### src/rtl/fpnew_lane_result_packer.sv
// Packs per-lane scalar FP results from a lane-serialised unit into one
// SIMD result word with a valid/ready output handshake.
// Ports: clk_i/rst_ni (async active-low); lane_*_i, vectorial_op_i, tag_i,
// in_valid_i/in_ready_o beat input; flush_i; result_o, status_o,
// extension_bit_o, tag_o, out_valid_o/out_ready_i packed output; busy_o.
// Option: FPNEW_PACKER_FAST_RELEASE_EN lets a new vector start in the
// same cycle the packed result is handed off.

package fpnew_pkg;

    typedef enum logic [2:0] {
        FP32    = 3'd0,
        FP64    = 3'd1,
        FP16    = 3'd2,
        FP8     = 3'd3,
        FP16ALT = 3'd4
    } fp_format_e;

    typedef struct packed {
        logic nv;
        logic dz;
        logic of;
        logic uf;
        logic nx;
    } status_t;

    function automatic int unsigned fp_width(fp_format_e fmt);
        case (fmt)
            FP32:    return 32;
            FP64:    return 64;
            FP16:    return 16;
            FP8:     return 8;
            FP16ALT: return 16;
            default: return 32;
        endcase
    endfunction

    function automatic int unsigned num_lanes(int unsigned width,
                                              fp_format_e fmt,
                                              logic vec);
        int unsigned n;
        n = width / fp_width(fmt);
        if (!vec || n == 0) return 1;
        return n;
    endfunction

endpackage

module fpnew_lane_result_packer #(
    parameter fpnew_pkg::fp_format_e FpFormat = fpnew_pkg::fp_format_e'(0),
    parameter int unsigned Width = 32,
    parameter logic EnableVectors = 1'b1,
    parameter type TagType = logic
) (
    input  logic                 clk_i,
    input  logic                 rst_ni,
    input  logic [fpnew_pkg::fp_width(FpFormat)-1:0] lane_result_i,
    input  fpnew_pkg::status_t   lane_status_i,
    input  logic                 lane_mask_i,
    input  logic                 lane_ext_bit_i,
    input  logic                 lane_last_i,
    input  logic                 vectorial_op_i,
    input  TagType               tag_i,
    input  logic                 in_valid_i,
    output logic                 in_ready_o,
    input  logic                 flush_i,
    output logic [Width-1:0]     result_o,
    output fpnew_pkg::status_t   status_o,
    output logic                 extension_bit_o,
    output TagType               tag_o,
    output logic                 out_valid_o,
    input  logic                 out_ready_i,
    output logic                 busy_o
);

    localparam int unsigned FP_WIDTH  = fpnew_pkg::fp_width(FpFormat);
    localparam int unsigned NUM_LANES =
        fpnew_pkg::num_lanes(Width, FpFormat, EnableVectors);
    localparam int unsigned LANE_BITS =
        (NUM_LANES > 1) ? $clog2(NUM_LANES) : 1;
    localparam logic [LANE_BITS-1:0] LAST_LANE = LANE_BITS'(NUM_LANES - 1);

    typedef enum logic [1:0] {
        IDLE    = 2'd0,
        COLLECT = 2'd1,
        FULL    = 2'd2
    } state_e;

    state_e state_q, state_d;

    logic [NUM_LANES-1:0][FP_WIDTH-1:0] storage_q;
    logic [NUM_LANES-1:0]               filled_q;
    logic [LANE_BITS-1:0]               cnt_q;
    fpnew_pkg::status_t                 status_q;
    logic                               ext_q;
    logic                               vec_q;
    TagType                             tag_q;

    logic       accept;
    logic       start;
    logic       first_done;
    logic       collect_done;
    logic [4:0] masked_status;

    assign masked_status = lane_status_i & {5{lane_mask_i}};

`ifdef FPNEW_PACKER_FAST_RELEASE_EN
    assign in_ready_o = (state_q != FULL) || out_ready_i;
`else
    assign in_ready_o = (state_q != FULL);
`endif

    assign accept = in_valid_i && in_ready_o;
    // Any beat not landing in COLLECT opens a fresh vector at lane 0.
    assign start  = accept && (state_q != COLLECT);

    assign first_done   = !vectorial_op_i || lane_last_i || (NUM_LANES == 1);
    assign collect_done = lane_last_i || (cnt_q == LAST_LANE) || !vec_q;

    always_ff @(posedge clk_i or negedge rst_ni) begin
        if (!rst_ni) state_q <= IDLE;
        else         state_q <= state_d;
    end

    always_comb begin
        state_d = state_q;
        if (flush_i) begin
            state_d = IDLE;
        end else begin
            unique case (state_q)
                IDLE: begin
                    if (accept) state_d = first_done ? FULL : COLLECT;
                end
                COLLECT: begin
                    if (accept && collect_done) state_d = FULL;
                end
                FULL: begin
                    if (out_ready_i) begin
                        if (accept) state_d = first_done ? FULL : COLLECT;
                        else        state_d = IDLE;
                    end
                end
                default: state_d = IDLE;
            endcase
        end
    end

    always_ff @(posedge clk_i or negedge rst_ni) begin
        if (!rst_ni) begin
            storage_q <= '0;
            filled_q  <= '0;
            cnt_q     <= '0;
            status_q  <= '0;
            ext_q     <= 1'b0;
            vec_q     <= 1'b0;
            tag_q     <= '0;
        end else if (flush_i) begin
            filled_q <= '0;
            cnt_q    <= '0;
            status_q <= '0;
        end else if (start) begin
            storage_q[0] <= lane_result_i;
            filled_q     <= NUM_LANES'(1);
            status_q     <= masked_status;
            ext_q        <= lane_ext_bit_i;
            vec_q        <= vectorial_op_i;
            tag_q        <= tag_i;
            cnt_q        <= first_done ? '0 : LANE_BITS'(1);
        end else if (accept) begin
            storage_q[cnt_q] <= lane_result_i;
            filled_q[cnt_q]  <= 1'b1;
            status_q         <= status_q | masked_status;
            cnt_q            <= collect_done ? '0 : cnt_q + LANE_BITS'(1);
        end else if (state_q == FULL && out_ready_i) begin
            filled_q <= '0;
            cnt_q    <= '0;
        end
    end

    // Unfilled lanes and any bits above the last lane carry the box bit.
    always_comb begin
        result_o = {Width{ext_q}};
        for (int i = 0; i < NUM_LANES; i++) begin
            result_o[i*FP_WIDTH +: FP_WIDTH] =
                filled_q[i] ? storage_q[i] : {FP_WIDTH{ext_q}};
        end
    end

    assign status_o        = status_q;
    assign extension_bit_o = ext_q;
    assign tag_o           = tag_q;
    assign out_valid_o     = (state_q == FULL);
    assign busy_o          = (state_q != IDLE);

endmodule

### config.mk
export PLATFORM = sky130hd
export DESIGN_NAME = fpnew_lane_result_packer
export DESIGN_NICKNAME = d
export VERILOG_FILES = /design/src/rtl/fpnew_lane_result_packer.sv
export SDC_FILE = /design/constraint.sdc
export NUM_CORES = 1
export LEC_CHECK = 0
export BUFFER_PORTS_ARGS = -buffer_cell sky130_fd_sc_hd__buf_2
export CAP_MARGIN = 10
export CORE_ASPECT_RATIO = 1.25
export CORE_MARGIN = 8
export CORE_UTILIZATION = 47
export DETAILED_ROUTE_END_ITERATION = 10
export GPL_ROUTABILITY_DRIVEN = 0
export MAX_ROUTING_LAYER = met4
export PLACE_DENSITY = 0.79
export SETUP_SLACK_MARGIN = 0.02
export SLEW_MARGIN = 0
export SYNTH_ARGS = -nofsm -noshare
export SYNTH_HDL_FRONTEND = slang
export SYNTH_SLANG_ARGS = --single-unit
export TNS_END_PERCENT = 100
### constraint.sdc
create_clock -name clk_i -period 2.1 [get_ports clk_i]
set_clock_uncertainty 0.1 [all_clocks]
set_input_delay 0.21 -clock clk_i [delete_from_list [all_inputs] [get_ports clk_i]]
set_output_delay 0.21 -clock clk_i [all_outputs]
set_load 0.01 [all_outputs]
==> impl_metrics.csv <==
group,metric,value,unit
outcome,status,"completed",
detailed_routing,wl_per_cell,14.6,um
detailed_routing,vias_per_cell,4.64,
synth,synthDistinctLibCells,18,
final_layout,mostFrequentLayoutCells,"buf_2, nand2_1, dfrtp_1, mux2_4, a21oi_1",
floorplanning,die_w,74.7,um
global_routing,grt_pass1_wl,7330,um
timing,worstMarginPinSlew,0.393,ns
final_layout,fin_util,62.5,%
place,io_buffers,86,
floorplanning,rows,26,
synth,synth_nets,224,
synth,synthFlopType,"dfrtp_1",
pwr,p_leak,1.40,nW
timing,min_period,1.75,ns
synth,post-synth-top-area-fraction,50.7,%
worst_setup_path,worstPathRequired,1.79,ns
clock_network,clockRootBuffer,"clkbuf_8",
worst_setup_path,critPathLaunchType,"register",
floorplanning,dieArea,6670,sq um
clock_network,clock_tree.buffer_depth,2,
floorplanning,core-area,4100,sq um
floorplanning,ios,89,
floorplanning,start_util,49.3,%
global_routing,grt_pass1_vias,1523,
final_layout,insertedDiodeCount,0,
global_routing,grt_max_degree,35,
detailed_routing,post-route-drc-count,0,
timing,setup_tns,0,ns
synth,synth-async-reset-ratio,100,%
synth,synth_area_per_cell,11.4,sq um
timing,hold_viol,0,
synth,synth_warnings,0,
clock_network,clkTransAtPathRegs,0.08,ns
detailed_routing,postRouteAntennaNets,0,
detailed_routing,drt-initial-drc-count,87,
hold_path,hp-class,"in2reg",
synth,synth_seq_cells,41,
floorplanning,die_y,89.3,um
flow_run,maxCapViolations,0,
clock_network,clk_latency,0.28,ns
synth,yosys-top-cells-area,"dfrtp_1, mux2_4, nand2_1",
worst_setup_path,arrival,1.44,ns
timing,max-slew-margin-rel,73.8,%
timing,rsz0062_at_grt,"no",
clock_network,cts_tree,"built",
detailed_routing,drtPass1Iterations,4,
synth,synth_area,2020,sq um
synth,ys_seq_area_share,50.7,%
pwr,ir_worst_vdd,0.000468,V
final_layout,final_common_cell,"buf_2",
detailed_routing,drt_wl_total,4680,um
global_routing,grt_overflow,0,
synth,yosysTopAreaCell,"dfrtp_1",
worst_setup_path,cp_max_fo,25,
timing,setup_viol,0,
worst_setup_path,r2r_slack,0.37,ns
pwr,powerDensity,849,nW/um^2
detailed_routing,via_count,1486,
synth,synth_edf_count,0,
timing,fmax,0.572,GHz
clock_network,clkSinkCount,41,
final_layout,nets,310,
synth,syn_inst,177,
final_layout,syn2layout_area_growth,26.8,%
worst_setup_path,cp-end-kind,"primary output",
final_layout,drive_gt1_share,51.1,%
place,hpwlAfterDp,3480,um
timing,slew_viol_final,0,
clock_network,cts_made_buffers,5,
timing,finalCritPeriodShare,83.3,%
global_routing,antenna_found_initial,0,
clock_network,cts_htree_levels,2,
global_routing,grt_use_total,14.9,%
worst_setup_path,worstSetupPathType,"reg2out",
==> worst max-delay path: stages (launching register included) <==
cell and delay (ns):
dfrtp_1 0.38, nand2b_1 0.32, buf_12 0.25, nand2_1 0.07, buf_2 0.13
==> Yosys cell counts, types with 2 or more instances <==
cell	count
nand2_1	69
dfrtp_1	41
mux2_4	29
a21oi_1	7
clkbuf_1	6
mux2_2	5
nand3_1	5
buf_12	3
buf_4	2
nand2b_1	2
==> layout make-up <==
type,count,area (sq um)
Fill cell,366,1540
Sequential cell,41,1030
Multi-Input combinational cell,122,878
Timing Repair Buffer,92,503
Clock buffer,6,72.6
Tap cell,56,70.1
Clock inverter,2,10.0
Inverter,1,3.75
==> timing repair <==
action                                  CTS  global route
setup buffers                             0             0
hold buffers                              1             0
resized for setup                         0             0
hold endpoints to repair                 16             0
endpoints found under the setup margin    0             0
==> registers in the layout, summed over array words and instances (netlist names) <==
signal,count
storage_q,32
state_q,1
extension_bit_o,1
status_o,5
filled_q,1
tag_o,1
==> power by group <==
group	leakage, nW	switching, mW	internal (mW)
clock	0.0450	0.254	0.230
combinational	0.858	0.334	0.364
sequential	0.494	0.0716	0.924
==> stage by stage <==
| step | instance area [sq um] | hold WS [ns] | total power, mW | std cells | setup slack [ns] |
|---|---|---|---|---|---|
| after floorplan | 2020 | -0.186 | 1.44 | 177 | 0.524 |
| after global placement | 2470 | 0.0482 | 1.70 | 311 | 0.400 |
| after detailed placement | 2470 | 0.0524 | 1.72 | 311 | 0.377 |
| after CTS | 2560 | 0.0395 | 2.22 | 320 | 0.333 |
| after global routing | 2560 | 0.0347 | 2.32 | 320 | 0.253 |
| final | 2560 | 0.0499 | 2.18 | 320 | 0.351 |
==> per-layer routing <==
layer	part of all wire (%)	routed length (um)	global-route usage (%)
met5	0	0	-
met4	0.94	44	4.64
met1	41	1930	17.2
met2	51	2370	24.5
met3	7.0	326	4.15
==> logic make-up after synthesis <==
family	share of synthesized area (%)
AND/OR/NAND/NOR	16.8
AO/OA/AOI/OAI	2.35
flip-flops	50.7
multiplexers	24.3
buffers and inverters	5.82
==> final timing paths <==
check                             startpoint            end  cells past startpoint
setup / recovery                    filled_q   result_o[26]                      4
hold / removal             lane_result_i[10]  storage_q[10]                      2
setup reg to reg                  state_q[1]  storage_q[31]                      4
hold reg to reg                storage_q[15]  storage_q[15]                      1
max in group asynchronous             rst_ni  storage_q[17]                      3
min in group asynchronous             rst_ni  storage_q[25]                      2
No activity file was read; power rests on OpenSTA's default activity.
